==> src/rtl/id_ex_stage.sv <==
// Decode-to-execute pipeline register: decodes a MIPS word into ALU op/A/B and write-back control.
// Optional stall-cycle counter is built when ID_EX_STALL_CNT_EN is defined.
module id_ex_stage #(
   parameter int WIDTH = 32,
   parameter int RADDR = 5
) (
   input  logic             clk,
   input  logic             rst,
   input  logic             id_valid,
   output logic             id_ready,
   input  logic [31:0]      id_instr,
   input  logic [WIDTH-1:0] id_rs_data,
   input  logic [WIDTH-1:0] id_rt_data,
   input  logic             flush,
   input  logic             alu_stall,
   output logic [3:0]       alu_op,
   output logic [WIDTH-1:0] alu_A,
   output logic [WIDTH-1:0] alu_B,
   output logic             ex_valid,
   output logic             ex_wreg,
   output logic [RADDR-1:0] ex_waddr,
   output logic [1:0]       ex_res_sel,
   output logic             ex_illegal,
   output logic [31:0]      stall_cycles
);

   localparam logic [3:0] OP_ADD = 4'h0, OP_SUB = 4'h1, OP_AND = 4'h2, OP_OR  = 4'h3,
                          OP_XOR = 4'h4, OP_NOR = 4'h5, OP_SLL = 4'h6, OP_SRL = 4'h7,
                          OP_SRA = 4'h8, OP_SLT = 4'h9, OP_MUL = 4'hA, OP_DIV = 4'hB;

   // id_valid/id_ready: a word transfers on a rising edge where both are high;
   // while id_ready is low the source holds its word and the EX slot is frozen.
   assign id_ready = ~alu_stall;

   logic [5:0]  opcode, funct;
   logic [4:0]  rt_f, rd_f, shamt;
   logic [15:0] imm;
   logic        unused_rs_field;

   assign opcode = id_instr[31:26];
   assign rt_f   = id_instr[20:16];
   assign rd_f   = id_instr[15:11];
   assign shamt  = id_instr[10:6];
   assign funct  = id_instr[5:0];
   assign imm    = id_instr[15:0];
   // Operands arrive already read from the register file, so the rs index itself is not needed.
   assign unused_rs_field = ^id_instr[25:21];

   logic [3:0]       d_op;
   logic [WIDTH-1:0] d_a, d_b;
   logic [RADDR-1:0] d_waddr;
   logic             d_wreg, d_illegal;
   logic [1:0]       d_res_sel;

   always_comb begin
      d_op      = OP_ADD;
      d_a       = '0;
      d_b       = '0;
      d_waddr   = '0;
      d_wreg    = 1'b0;
      d_res_sel = 2'd0;
      d_illegal = 1'b0;
      if (opcode == 6'h00) begin
         case (funct)
            6'h20, 6'h21, 6'h22, 6'h23, 6'h24, 6'h25, 6'h26, 6'h27, 6'h2A,
            6'h04, 6'h06, 6'h07: begin
               case (funct)
                  6'h20, 6'h21: d_op = OP_ADD;
                  6'h22, 6'h23: d_op = OP_SUB;
                  6'h24:        d_op = OP_AND;
                  6'h25:        d_op = OP_OR;
                  6'h26:        d_op = OP_XOR;
                  6'h27:        d_op = OP_NOR;
                  6'h2A:        d_op = OP_SLT;
                  6'h04:        d_op = OP_SLL;
                  6'h06:        d_op = OP_SRL;
                  default:      d_op = OP_SRA;
               endcase
               d_a     = id_rs_data;
               d_b     = id_rt_data;
               d_waddr = RADDR'(rd_f);
               d_wreg  = 1'b1;
            end
            6'h00, 6'h02, 6'h03: begin
               d_op    = (funct == 6'h00) ? OP_SLL : (funct == 6'h02) ? OP_SRL : OP_SRA;
               d_a     = {{(WIDTH-5){1'b0}}, shamt};
               d_b     = id_rt_data;
               d_waddr = RADDR'(rd_f);
               d_wreg  = 1'b1;
            end
            6'h18, 6'h1A: begin
               d_op = (funct == 6'h18) ? OP_MUL : OP_DIV;
               d_a  = id_rs_data;
               d_b  = id_rt_data;
            end
            6'h10, 6'h12: begin
               d_waddr   = RADDR'(rd_f);
               d_wreg    = 1'b1;
               d_res_sel = (funct == 6'h10) ? 2'd1 : 2'd2;
            end
            default: d_illegal = 1'b1;
         endcase
      end else begin
         case (opcode)
            6'h08, 6'h09, 6'h0A: begin
               d_op = (opcode == 6'h0A) ? OP_SLT : OP_ADD;
               d_a  = id_rs_data;
               d_b  = {{(WIDTH-16){imm[15]}}, imm};
            end
            6'h0C, 6'h0D, 6'h0E: begin
               d_op = (opcode == 6'h0C) ? OP_AND : (opcode == 6'h0D) ? OP_OR : OP_XOR;
               d_a  = id_rs_data;
               d_b  = {{(WIDTH-16){1'b0}}, imm};
            end
            6'h0F: begin
               // LUI is a left shift of the immediate by 16.
               d_op = OP_SLL;
               d_a  = WIDTH'(16);
               d_b  = {{(WIDTH-16){1'b0}}, imm};
            end
            default: d_illegal = 1'b1;
         endcase
         if (!d_illegal) begin
            d_waddr = RADDR'(rt_f);
            d_wreg  = 1'b1;
         end
      end
      if (d_waddr == '0) d_wreg = 1'b0;
   end

   logic flush_pending;

   always_ff @(posedge clk) begin
      if (rst) begin
         alu_op        <= '0;
         alu_A         <= '0;
         alu_B         <= '0;
         ex_valid      <= 1'b0;
         ex_wreg       <= 1'b0;
         ex_waddr      <= '0;
         ex_res_sel    <= '0;
         ex_illegal    <= 1'b0;
         flush_pending <= 1'b0;
      end else if (!alu_stall) begin
         flush_pending <= 1'b0;
         if (id_valid && !flush && !flush_pending) begin
            alu_op     <= d_op;
            alu_A      <= d_a;
            alu_B      <= d_b;
            ex_valid   <= 1'b1;
            ex_wreg    <= d_wreg;
            ex_waddr   <= d_waddr;
            ex_res_sel <= d_res_sel;
            ex_illegal <= d_illegal;
         end else begin
            alu_op     <= '0;
            alu_A      <= '0;
            alu_B      <= '0;
            ex_valid   <= 1'b0;
            ex_wreg    <= 1'b0;
            ex_waddr   <= '0;
            ex_res_sel <= '0;
            ex_illegal <= 1'b0;
         end
      end else if (flush) begin
         // The stalled MULT/DIV must keep its operands; the kill lands on the next capture.
         flush_pending <= 1'b1;
      end
   end

`ifdef ID_EX_STALL_CNT_EN
   logic [31:0] stall_cnt_q;
   always_ff @(posedge clk) begin
      if (rst)
         stall_cnt_q <= '0;
      else if (alu_stall && stall_cnt_q != 32'hFFFF_FFFF)
         stall_cnt_q <= stall_cnt_q + 32'd1;
   end
   assign stall_cycles = stall_cnt_q;
`else
   assign stall_cycles = '0;
`endif

endmodule

==> config.mk <==
export PLATFORM = sky130hd
export DESIGN_NAME = id_ex_stage
export DESIGN_NICKNAME = d
export VERILOG_FILES = /design/src/rtl/id_ex_stage.sv
export SDC_FILE = /design/constraint.sdc
export NUM_CORES = 1
export LEC_CHECK = 0
export BUFFER_PORTS_ARGS = -buffer_cell sky130_fd_sc_hd__buf_2
export CORE_ASPECT_RATIO = 1.4
export CORE_MARGIN = 5
export CORE_UTILIZATION = 43
export CTS_CLUSTER_SIZE = 14
export DETAILED_ROUTE_END_ITERATION = 16
export MAX_ROUTING_LAYER = met4
export PLACE_DENSITY = 0.81
export SLEW_MARGIN = 30
export SYNTH_ARGS = -nofsm -noshare
export SYNTH_HDL_FRONTEND = slang
export SYNTH_SLANG_ARGS = --single-unit
export TNS_END_PERCENT = 100
==> constraint.sdc <==
create_clock -name clk -period 2.9 [get_ports clk]
set_clock_uncertainty 0.1 [all_clocks]
set_input_delay 0.29 -clock clk [delete_from_list [all_inputs] [get_ports clk]]
set_output_delay 0.29 -clock clk [all_outputs]
set_load 0.05 [all_outputs]
# [Yosys cells after proc, flatten, opt, wreduce, memory -nomap -nowiden]
# Index checks and enable logic that the tools add are counted.
[classes] n_eq_ne=25 muxes=38 n_bitwise=1 n_reduce_logical=23
[ops] op="32-bit case mux with 2 select lines" n=3
[ops] op="32-bit 2-to-1 mux" n=5
[ops] op="6-bit equality test (second input constant)" n=9
[ops] op="6-bit by 4-bit equality test with 1-bit output (second input constant)" n=7
[ops] op="4-bit case mux with 9 select lines" n=1
[ops] op="17-bit OR reduction" n=2
[ops] op="6-bit by 5-bit equality test with 1-bit output (second input constant)" n=4
[ops] op="4-bit case mux with 3 select lines" n=2
[ops] op="4-bit 2-to-1 mux" n=5
[ops] op="5-bit 2-to-1 mux" n=4
[ops] op="19-bit OR reduction" n=1
[ops] op="6-bit by 3-bit equality test with 1-bit output (second input constant)" n=3
[ops] op="14-bit OR reduction" n=1
[ops] op="6-bit by 2-bit equality test with 1-bit output (second input constant)" n=2
[ops] op="6-bit zero test" n=2
[ops] op="1-bit 2-to-1 mux" n=12
[ops] op="12-bit OR reduction" n=1
[ops] op="2-bit OR reduction" n=5
[ops] op="3-bit OR reduction" n=3
[ops] op="2-bit 2-to-1 mux" n=4
[ops] op="7-bit OR reduction" n=1
[ops] op="3-bit 2-to-1 mux" n=2
[ops] op="6-bit OR reduction" n=1
[ops] op="5-bit zero test" n=1
[ops] op="other kinds (4)" n=6
[word_totals] ff_bits=79 inputBits=101 out_inout_bits=111 wordCells=96

# [Longest topological paths before layout]
[logic_depth] word_depth=9 mapped_depth=8 ltp_nobuf=5

# [Least setup slack after synthesis]
# OpenSTA, ideal clock, no wires.
[synth_path] path_type="input to register" startpoint="input id_instr[2]" endpoint="register alu_B[21]" setup_ns=0.061 t_arrival_ns=1.961 required_time_ns=2.739 slack_ns=0.778 stages=7 n_path_buf=2 cell_sequence="clkbuf_2 or3b_4 a2111oi_4 nor2_2 a211oi_4 buf_6 a221o_1"
[synth_between] elab_chain_cells=5 elab_cells_between_ends=21 cone_classes="16 x eq/ne; 3 x mux; 2 x reduce/logical"
[synth_lines] element="from (decl)" line="11" text="input logic [31:0] id_instr,"
[synth_lines] element="6-bit by 2-bit equality test with 1-bit output (tied with other cells)" line="64" text="case (funct)"
[synth_lines] element="17-bit OR reduction (no line) *"
[synth_lines] element="32-bit 2-to-1 mux *" line="64"
[synth_lines] element="32-bit 2-to-1 mux *" line="63" text="if (opcode == 6'h00) begin"
[synth_lines] element="32-bit 2-to-1 mux *" line="146" text="if (id_valid && !flush && !flush_pending) begin"
[synth_lines] element="to (signal assigned)" line="137" text="alu_B <= '0;"
[synth_lines] element="to (signal assigned)" line="149" text="alu_B <= d_b;"
[synth_lines] element="to (signal assigned)" line="158" text="alu_B <= '0;"
[synth_lines] element="to (decl)" line="18" text="output logic [WIDTH-1:0] alu_B,"
# Mark *: on every way between the ends. The rest lies on a longest branch, timed or not.
# A chain may end at the register's enable or synchronous reset.

# [Worst setup path in the final report]
[layout_path] startpoint="input id_instr[0]" endpoint="register alu_B[29]"
# Same word-level chain as after synthesis.

==> flow_summary.rst <==
.. list-table::
   :header-rows: 1

   * - Metric
     - Value
   * - Share of cell area taken by muxes after synthesis
     - 0.00889
   * - Number of cells upsized or downsized after cts
     - 0
   * - Sequential-to-total area share from yosys stat
     - 0.468
   * - Post-DR vias/cell
     - 5.25
   * - Count of inserted antenna diode cells
     - 0
   * - Total half-perimeter wirelength after legalization and detailed placement
     - between 7000 and 8000 um
   * - Initial standard-cell utilization of the core
     - 0.438
   * - Number of distinct library cells after synthesis
     - 46
   * - Clock slew seen by the registers of the worst setup and hold paths
     - roughly 0.08 ns
   * - Pwr dens
     - about 510 nW/um2
   * - Die Y
     - around 110 um
   * - Post-CTS Setup Bufs
     - 0
   * - Buffers & Inverters on Critical Path
     - 1
   * - Clock buffer count from CTS
     - 9
   * - Proportion of synthesized flip-flops having asynchronous set or reset
     - 0
   * - Status
     - finished clean
   * - Kind of path behind the tightest hold check
     - in -> reg
   * - Largest delay share family, worst path
     - compound AO/OA/AOI/OAI gates
   * - Xor-xnor portion of the synthesized cell area
     - 0
   * - Fillcell total
     - 706
   * - Largest net degree at the start of global routing
     - 58
   * - Cells traversed along the worst timing path
     - buf_2, or3b_4, a2111oi_4, nor2_2, a211oi_4, a221o_1
   * - Dpl cell area
     - between 4000 and 5000 um2
   * - Placement Rows
     - 38
   * - Overall die area
     - around 10000 um2
   * - Final Routed Wirelength
     - roughly 10000 um
   * - Final design area excluding fillers
     - around 4400 um2
   * - Endpoint arrival time on the critical path
     - roughly 2.4 ns
   * - DRC violations left
     - 0
   * - Post-synth design cell area
     - between 3000 and 4000 um2
   * - Crit path max-delay cell type
     - sky130_fd_sc_hd__a211oi_4
   * - Port Buffer Count
     - between 150 and 200
   * - TritonCTS sink count
     - ~80
   * - Total grt overflow
     - 0
   * - Worst setup timing slack at the placement stage
     - approximately 0.34 ns
   * - Total Neg Setup Slack
     - 0 ns
   * - Last weighted congestion value of the routability-driven placer
     - just over 0.9
   * - Violation count after the first detailed-routing iteration
     - between 150 and 200
   * - Post-synthesis share of cell area spent on and, or, nand and nor gates
     - 0.100
   * - Count of final setup violators
     - 0
   * - Type of the worst setup path
     - in -> reg
   * - Synthesis-stage register bit count
     - a little under 80
   * - Number of buffers added to fix hold violations after cts
     - 0
   * - Longest Clk Path Bufs
     - 2
   * - Largest cells by area after synthesis
     - sky130_fd_sc_hd__dfxtp_1 (47%), sky130_fd_sc_hd__a22o_1 (11%), sky130_fd_sc_hd__buf_4 (7.3%)
   * - Mean post-synth cell area
     - 9.85 um2
   * - Core region area
     - approximately 7700 um2
   * - Peak VDD IR
     - 0.000360 V
   * - Clock insertion delay at the later pin of the skew report
     - between 0.3 and 0.4 ns
   * - Total via count after detailed routing
     - about 3200
   * - Tot GR Track Use
     - 0.205
   * - Area added between synthesis and finish
     - 31.6%
   * - # H-tree levels
     - 3
   * - Global-route wire length before repair
     - about 16000 um
   * - Count of flip-flops with a built-in enable after synthesis
     - 0
   * - Initial antenna violation count
     - 0
   * - Total of warnings raised by yosys
     - 0
   * - Multi-input gate area
     - around 1600 um2
   * - Share of the clock period used by the worst path after layout
     - 0.751
   * - Post-synthesis compound-gate area fraction
     - 0.313
   * - Standby leakage power
     - about 0.0023 uW
   * - Critical Path Start Type
     - input port
   * - Clock tree from TritonCTS
     - yes
   * - Critical Path RT
     - around 3.1 ns
   * - Kind of end point of the critical path
     - flop
   * - Number of search-and-repair iterations in the first detailed-routing pass
     - 7
   * - Cell at the root of the clock tree
     - sky130_fd_sc_hd__clkbuf_8
   * - Final layout net count
     - roughly 610
   * - Post-detailed-route count of antenna-violating nets
     - 0
   * - R2R depth
     - 6
   * - Cell count after synthesis
     - between 300 and 400
   * - # IOs
     - 212
   * - Max incr delay on CP
     - 0.61 ns
   * - Final max-slew violation count
     - 0
   * - Maximum capacitance violations
     - 0
   * - Highest net fanout along the worst path
     - 16
   * - CP Depth
     - 6
   * - Min setup slack post-route
     - just over 0.7 ns
   * - Vias in the first global route
     - around 3300
   * - Synthesized-area fraction occupied by adder cells
     - 0
   * - Library cell with the largest summed area after synthesis
     - sky130_fd_sc_hd__dfxtp_1
   * - Pin slew with the least headroom to its limit
     - around 0.67 ns
   * - Setup repair after global routing missed its margin
     - no
   * - Flip-flop cell with the highest count after synthesis
     - sky130_fd_sc_hd__dfxtp_1
   * - Min Clock Period, post-route
     - approximately 2.2 ns
   * - Largest family of logic cells by synthesized area
     - compound AO/OA/AOI/OAI gates
   * - Chip width
     - 84.9 um
   * - Depth of the worst hold-timing path
     - 2
   * - Count of final hold-check violations
     - 0
   * - Relative slew margins
     - 0.554
   * - Layout cell share with drive strength beyond 1
     - 0.395
   * - Share of Yosys cell area claimed by the top area cell type
     - 0.468
   * - Area used by sequential logic in the layout
     - 1580 um2
   * - F_max
     - between 0.4 and 0.5 GHz
   * - Wire length per cell
     - ~16 um
-- cells in the mapped netlist (all sizes together), types with 2 or more instances --
library cell and number:
dfxtp 79, a22o 43, buf 39, nand2 22, o21ai 22, a221o 20, clkbuf 16, nor2 14
a21o 12, nor3 9, inv 6, a21oi 5, a22oi 5, nand3 4, o22ai 4, a31oi 3
a32oi 3, and3 3, mux2i 3, nor2b 3, nor4 3, a211oi 2, a2bb2oi 2, nand2b 2
nor3b 2, o211ai 2, o21a 2, or3b 2
-- registers in the layout, summed over array words and instances (netlist names) --
register / cells
ex_illegal: 1
ex_waddr: 5
ex_res_sel: 2
ex_valid: 1
alu_B: 32
ex_wreg: 1
flush_pending: 1
alu_op: 4
alu_A: 32
-- report_power, final --
group	internal, uW	switching (uW)
combinational	78.8	207
sequential	1090	2.40
clock	501	378
total	1670	587
-- cells by family after synthesis --
logic type,count (synthesis)
compound gates,131
flops,79
simple gates,68
buf+inv,61
mux,3
other cells,1
-- layout by cell type, fill, tap and decap left out, drive strengths merged, types with 2 or more instances in the layout --
cell / n
nand3: 4
a2bb2oi: 2
o22ai: 4
o21ai: 22
mux2i: 3
a21oi: 5
bufinv: 2
nand2b: 2
nor3b: 2
and3: 3
clkinv: 2
a22o: 43
nor2: 14
buf: 182
nor4: 3
conb: 32
a32oi: 3
o21a: 2
a221o: 20
nand2: 22
a31oi: 3
or3b: 2
o211ai: 2
clkbuf: 11
a21o: 12
a211oi: 2
nor3: 9
nor2b: 3
inv: 6
dfxtp: 79
a22oi: 5
-- metrics by stage --
step	util	hold WS [ns]	instances	power [uW]
after floorplan	-	0.267	374	1330
after global placement	0.549	0.332	601	1390
after detailed placement	0.549	0.337	601	1400
after CTS	0.577	0.0215	616	2270
after global routing	0.577	0.0246	616	2340
final	0.577	0.0396	616	2260
-- layout make-up --
cell class                      count  share of cell area
Clock buffer                       11              0.0318
Clock inverter                      4              0.0158
Inverter                            6             0.00507
Multi-Input combinational cell    234               0.351
Sequential cell                    79               0.356
Tap cell                          100              0.0282
Timing Repair Buffer              182               0.212
-- path summary, 6_finish.rpt --
path | start | endpoint | slack [ns]
worst max register to register | flush_pending | alu_B[12] | 1.14
worst min register to register | ex_valid | ex_valid | 0.35
worst max-delay path | id_instr[0] | alu_B[29] | 0.72
worst min-delay path | id_rt_data[7] | alu_B[7] | 0.04
-- per-layer routing --
layer  vias up  global-route usage  routed length (um)
met3        12              0.0538                 867
met5         -                   -                   0
li1       1566                   -                   -
met4         0              0.0676                 155
met1      1483               0.231                3910
met2       176               0.354                5100
(Power assumes the default switching activity.)
